### config.mk
export PLATFORM = sky130hd
export DESIGN_NAME = alu_operand_sequencer
export DESIGN_NICKNAME = d
export VERILOG_FILES = /design/src/rtl/alu_operand_sequencer.sv
export SDC_FILE = /design/constraint.sdc
export NUM_CORES = 1
export LEC_CHECK = 0
export CAP_MARGIN = 20
export CORE_ASPECT_RATIO = 0.7
export CORE_UTILIZATION = 40
export CTS_CLUSTER_DIAMETER = 120
export CTS_CLUSTER_SIZE = 8
export DETAILED_ROUTE_END_ITERATION = 16
export PLACE_DENSITY = 0.72
export SETUP_SLACK_MARGIN = 0.15
export SLEW_MARGIN = 20
export SYNTH_ARGS = -nofsm -noshare
export SYNTH_HDL_FRONTEND = slang
export SYNTH_SLANG_ARGS = --single-unit
### constraint.sdc
create_clock -name clk -period 3.8 [get_ports clk]
set_input_delay 0.38 -clock clk [delete_from_list [all_inputs] [get_ports clk]]
set_output_delay 0.38 -clock clk [all_outputs]
set_load 0.005 [all_outputs]
### src/rtl/alu_operand_sequencer.sv
`default_nettype none
// ============================================================================
// Module      : alu_operand_sequencer
// Description : Gathers operand A, operand B and the opcode as three beats on
//               a narrow valid/ready input bus, presents them to an external
//               combinational ALU from registers, and holds the ALU result in
//               an output register until the consumer takes it.
// Revision    : 1.0 - initial release
// ============================================================================
module alu_operand_sequencer #(
    parameter int WIDTH = 8,
    parameter int OPW   = 3,
    parameter int CNTW  = 8
) (
    input  logic             clk,
    input  logic             rst,
    input  logic             flush,
    input  logic [WIDTH-1:0] in_data,
    input  logic             in_valid,
    output logic             in_ready,
    output logic [WIDTH-1:0] alu_a,
    output logic [WIDTH-1:0] alu_b,
    output logic [OPW-1:0]   alu_op,
    input  logic [WIDTH-1:0] alu_result,
    output logic [WIDTH-1:0] out_data,
    output logic             out_valid,
    input  logic             out_ready,
    output logic             busy,
    output logic [CNTW-1:0]  res_count
);

    // Sequencer states: three collection beats, one settle cycle, one hold.
    localparam logic [2:0] S_A    = 3'd0;
    localparam logic [2:0] S_B    = 3'd1;
    localparam logic [2:0] S_OP   = 3'd2;
    localparam logic [2:0] S_EXEC = 3'd3;
    localparam logic [2:0] S_OUT  = 3'd4;

    logic [2:0]       r_state;
    logic [WIDTH-1:0] r_alu_a;
    logic [WIDTH-1:0] r_alu_b;
    logic [OPW-1:0]   r_alu_op;
    logic [WIDTH-1:0] r_out_data;
    logic             r_out_valid;
    logic [CNTW-1:0]  r_res_count;

    logic w_collecting;
    logic w_beat;
    logic w_handoff;

    // Beats are only taken while collecting; flush blocks acceptance so a
    // beat presented alongside an abort is never half-consumed.
    always_comb begin
        w_collecting = (r_state == S_A) || (r_state == S_B) || (r_state == S_OP);
        in_ready     = w_collecting && !flush && !rst;
        w_beat       = in_valid && in_ready;
        w_handoff    = r_out_valid && out_ready;
    end

    // Main sequencer: operand capture, result capture and handoff counting.
    always_ff @(posedge clk or posedge rst) begin
        if (rst) begin
            r_state     <= S_A;
            r_alu_a     <= '0;
            r_alu_b     <= '0;
            r_alu_op    <= '0;
            r_out_data  <= '0;
            r_out_valid <= 1'b0;
            r_res_count <= '0;
        end else if (flush) begin
            // Abort: operand/result registers deliberately keep their values.
            r_state     <= S_A;
            r_out_valid <= 1'b0;
        end else begin
            case (r_state)
                S_A: begin
                    if (w_beat) begin
                        r_alu_a <= in_data;
                        r_state <= S_B;
                    end
                end
                S_B: begin
                    if (w_beat) begin
                        r_alu_b <= in_data;
                        r_state <= S_OP;
                    end
                end
                S_OP: begin
                    if (w_beat) begin
                        r_alu_op <= in_data[OPW-1:0];
                        r_state  <= S_EXEC;
                    end
                end
                S_EXEC: begin
                    // Operands have been stable for a full cycle; sample result.
                    r_out_data  <= alu_result;
                    r_out_valid <= 1'b1;
                    r_state     <= S_OUT;
                end
                S_OUT: begin
                    if (w_handoff) begin
                        r_out_valid <= 1'b0;
                        r_res_count <= r_res_count + 1'b1;
                        r_state     <= S_A;
                    end
                end
                default: begin
                    r_state     <= S_A;
                    r_out_valid <= 1'b0;
                end
            endcase
        end
    end

    // Output drive straight from registers.
    always_comb begin
        alu_a     = r_alu_a;
        alu_b     = r_alu_b;
        alu_op    = r_alu_op;
        out_data  = r_out_data;
        out_valid = r_out_valid;
        res_count = r_res_count;
        busy      = (r_state != S_A);
    end

endmodule
`default_nettype wire
==> flow_summary_export.csv <==
group,metric,value,unit
outcome,status,"complete, no violations",
yosys,synthesis.area,1680,µm²
power_and_ir_drop,power_density,412,nW/µm²
critical_path,critPathKind,"in2out",
floorplan,io_pins,59,
critical_path,crit_required,3.42,ns
floorplan,die_w,79.5,µm
timing,period_share,60.8,%
routing,drtIter0Drc,39,
critical_path,r2r_start,"r_state[0]$_DFFE_PP0P_",
routing,avgViaCountPerCell,4.97,
cts,cts_sinks,39,
cts,cts_made_buffers,5,
timing,max_freq,0.433,GHz
finish,layout_commonest_cell,"clkdlybuf4s50_1",
finish,instances_no_fill,235,
yosys,ys_seq_elements,39,
cts,cts_setup_buffers,0,
cts,clk_latency,0.28,ns
yosys,avgSynthCellArea,14.1,µm²
critical_path,worst-endpoint-arrival,1.93,ns
critical_path,path_cells,"clkdlybuf4s50_1, a2111oi_0, clkdlybuf4s50_1",
critical_path,r2r_end,"res_count[1]$_DFFE_PP0P_",
global_route,grt_pass1_wl,5670,µm
timing,finClkSkew,0.00487,ns
timing,tns,0,ns
critical_path,worstSetupStartpointType,"input port",
global_route,antenna_found_initial,0,
place,dp_slack,1.51,ns
cts,ctsHoldBuffers,0,
routing,drc,0,
routing,firstDrtPassIters,5,
cts,cts_tree,"done",
timing,maxSlewHeadroom,67.2,%
floorplan,initial_core_util,42.4,%
critical_path,cp_common_cell,"clkdlybuf4s50_1",
min_path,min_path_type,"reg2reg",
finish,final_nets,204,
place,dpl.hpwl,2540,µm
routing,postRouteAntennaNets,0,
finish,area_growth,42.6,%
yosys,synthCells,119,
global_route,overflow,0,
yosys,synth_nets,141,
critical_path,crit_path_end_kind,"output port",
floorplan,die_area,4470,µm²
cts,ctsHtreeMaxLevel,2,
timing,hold-worst-slack,0.478,ns
finish,diodes,0,
cts,clkTransAtPathRegs,0.07,ns
floorplan,rows,19,
place,place_congestion,0.807,
timing,hold_viol,0,
place,io_buffers,58,
critical_path,reg2reg_depth,3,
yosys,yosysUniqueCellTypes,30,
timing,slew_violations,0,
floorplan,core,3970,µm²
timing,worst-slew-pin-transition,0.492,ns
critical_path,max_stage_delay,0.57,ns
cts,cts_buffer_depth,2,
power_and_ir_drop,leakagePower,1.05,nW
critical_path,critPathMaxFanout,9,
routing,wl_per_cell,14.5,µm
place,dp_cells,227,
finish,layout_common_cells,"58 x clkdlybuf4s50_1, 39 x dfrtp_1, 28 x mux2_2",
global_route,grt_pass1_vias,1179,
critical_path,critPathSlowestCell,"clkdlybuf4s50_1",
critical_path,crit_start,"flush",
floorplan,die_y,56.2,µm
timing,setup_ws,1.49,ns
timing,period_needed,2.31,ns
yosys,yosysSeqAreaShare,58.0,%
power_and_ir_drop,ir_drop,0.258,mV
critical_path,r2r_slack,2.01,ns
flow_run,maxCapViolations,0,
routing,routed_wl,3410,µm
global_route,track_usage,17.0,%
finish,drive_above_1_share,23.5,%
cts,root_buffer,"clkbuf_8",
timing,setup_viol,0,
yosys,synth_warnings,0,
critical_path,endpoint,"in_ready",
cts,cts.repair.resized,0,
global_route,grt_start_max_net_pins,41,
routing,vias,1167,
timing,rsz0062_at_grt,"false",
how the worst min path moves through the flow:
stage,start,end,slack (ns),cells past startpoint
floorplan,res_count[7]$_DFFE_PP0P_,res_count[7]$_DFFE_PP0P_,0.46,1
global placement,res_count[7]$_DFFE_PP0P_,res_count[7]$_DFFE_PP0P_,0.47,1
detailed placement,res_count[7]$_DFFE_PP0P_,res_count[7]$_DFFE_PP0P_,0.47,1
CTS,res_count[7]$_DFFE_PP0P_,res_count[7]$_DFFE_PP0P_,0.48,1
global route,res_count[7]$_DFFE_PP0P_,res_count[7]$_DFFE_PP0P_,0.49,1
finish,res_count[7]$_DFFE_PP0P_,res_count[7]$_DFFE_PP0P_,0.48,1
cells by family after synthesis:
group	share of synthesized area, %
flops	58.0
simple gates	13.7
mux	19.4
xor+xnor	3.65
compound gates	2.53
buf+inv	1.93
fa+ha+maj	0.744
per-stage QoR:
stage / utilization [%] / cell area, µm² / power [mW]
final: 60.4 / 2400 / 0.988
after global routing: 60.4 / 2400 / 1.04
after CTS: 60.4 / 2400 / 1.00
after detailed placement: 58.3 / 2310 / 0.737
after global placement: 58.3 / 2310 / 0.728
after floorplan: - / 1680 / 0.581
synth_stat cells, drive strengths merged:
master,instances,share of area [%]
a2111oi,1,0.52
inv,3,0.67
buf,2,0.97
clkbuf,1,0.30
nor4,3,3.8
dfrtp,39,58
o31ai,1,0.45
nor3,4,1.2
nor2,3,0.67
nor2b,1,0.37
xor2,5,2.6
mux2,29,19
nand3b,1,0.45
xnor2,2,1.0
or3,1,0.45
o21a,1,0.45
a21oi,2,0.60
nor4b,1,0.89
nand4b,1,0.52
and2b,1,0.52
and2,1,0.37
nand4,3,1.1
nand2b,3,1.1
nand3,2,0.60
a21o,1,0.52
or3b,1,0.52
ha,1,0.74
nand2,5,1.1
sequential cells by signal, summed over array words and instances (netlist names):
name / cells
alu_op: 3
r_state: 3
alu_a: 8
out_valid: 1
out_data: 8
alu_b: 8
res_count: 8
power breakdown:
part / switching, mW / internal (mW)
Clock: 0.135 / 0.128
Sequential: 0.0292 / 0.472
Combinational: 0.0636 / 0.160
worst max-delay path: cells and delay by family:
family	cells	cell delay, ns
buf+inv	2	1.13
compound gates	1	0.42
per-layer routing:
layer	vias up	part of all wire, %	track usage (%)
met5	-	0	0
met4	0	1.5	7.01
li1	547	-	-
met1	573	45	22.4
met2	40	49	26.4
met3	7	5.0	4.43
final cells by class:
class | instances | area (µm²)
clock buffer | 6 | 72.6
timing repair buffer | 59 | 588
sequential | 39 | 976
inverter | 3 | 11.3
clock inverter | 2 | 12.5
tap | 52 | 65.1
multi-input combinational | 74 | 673
fill | 314 | 1570
Note: power is estimated with default switching activity, not from simulation.
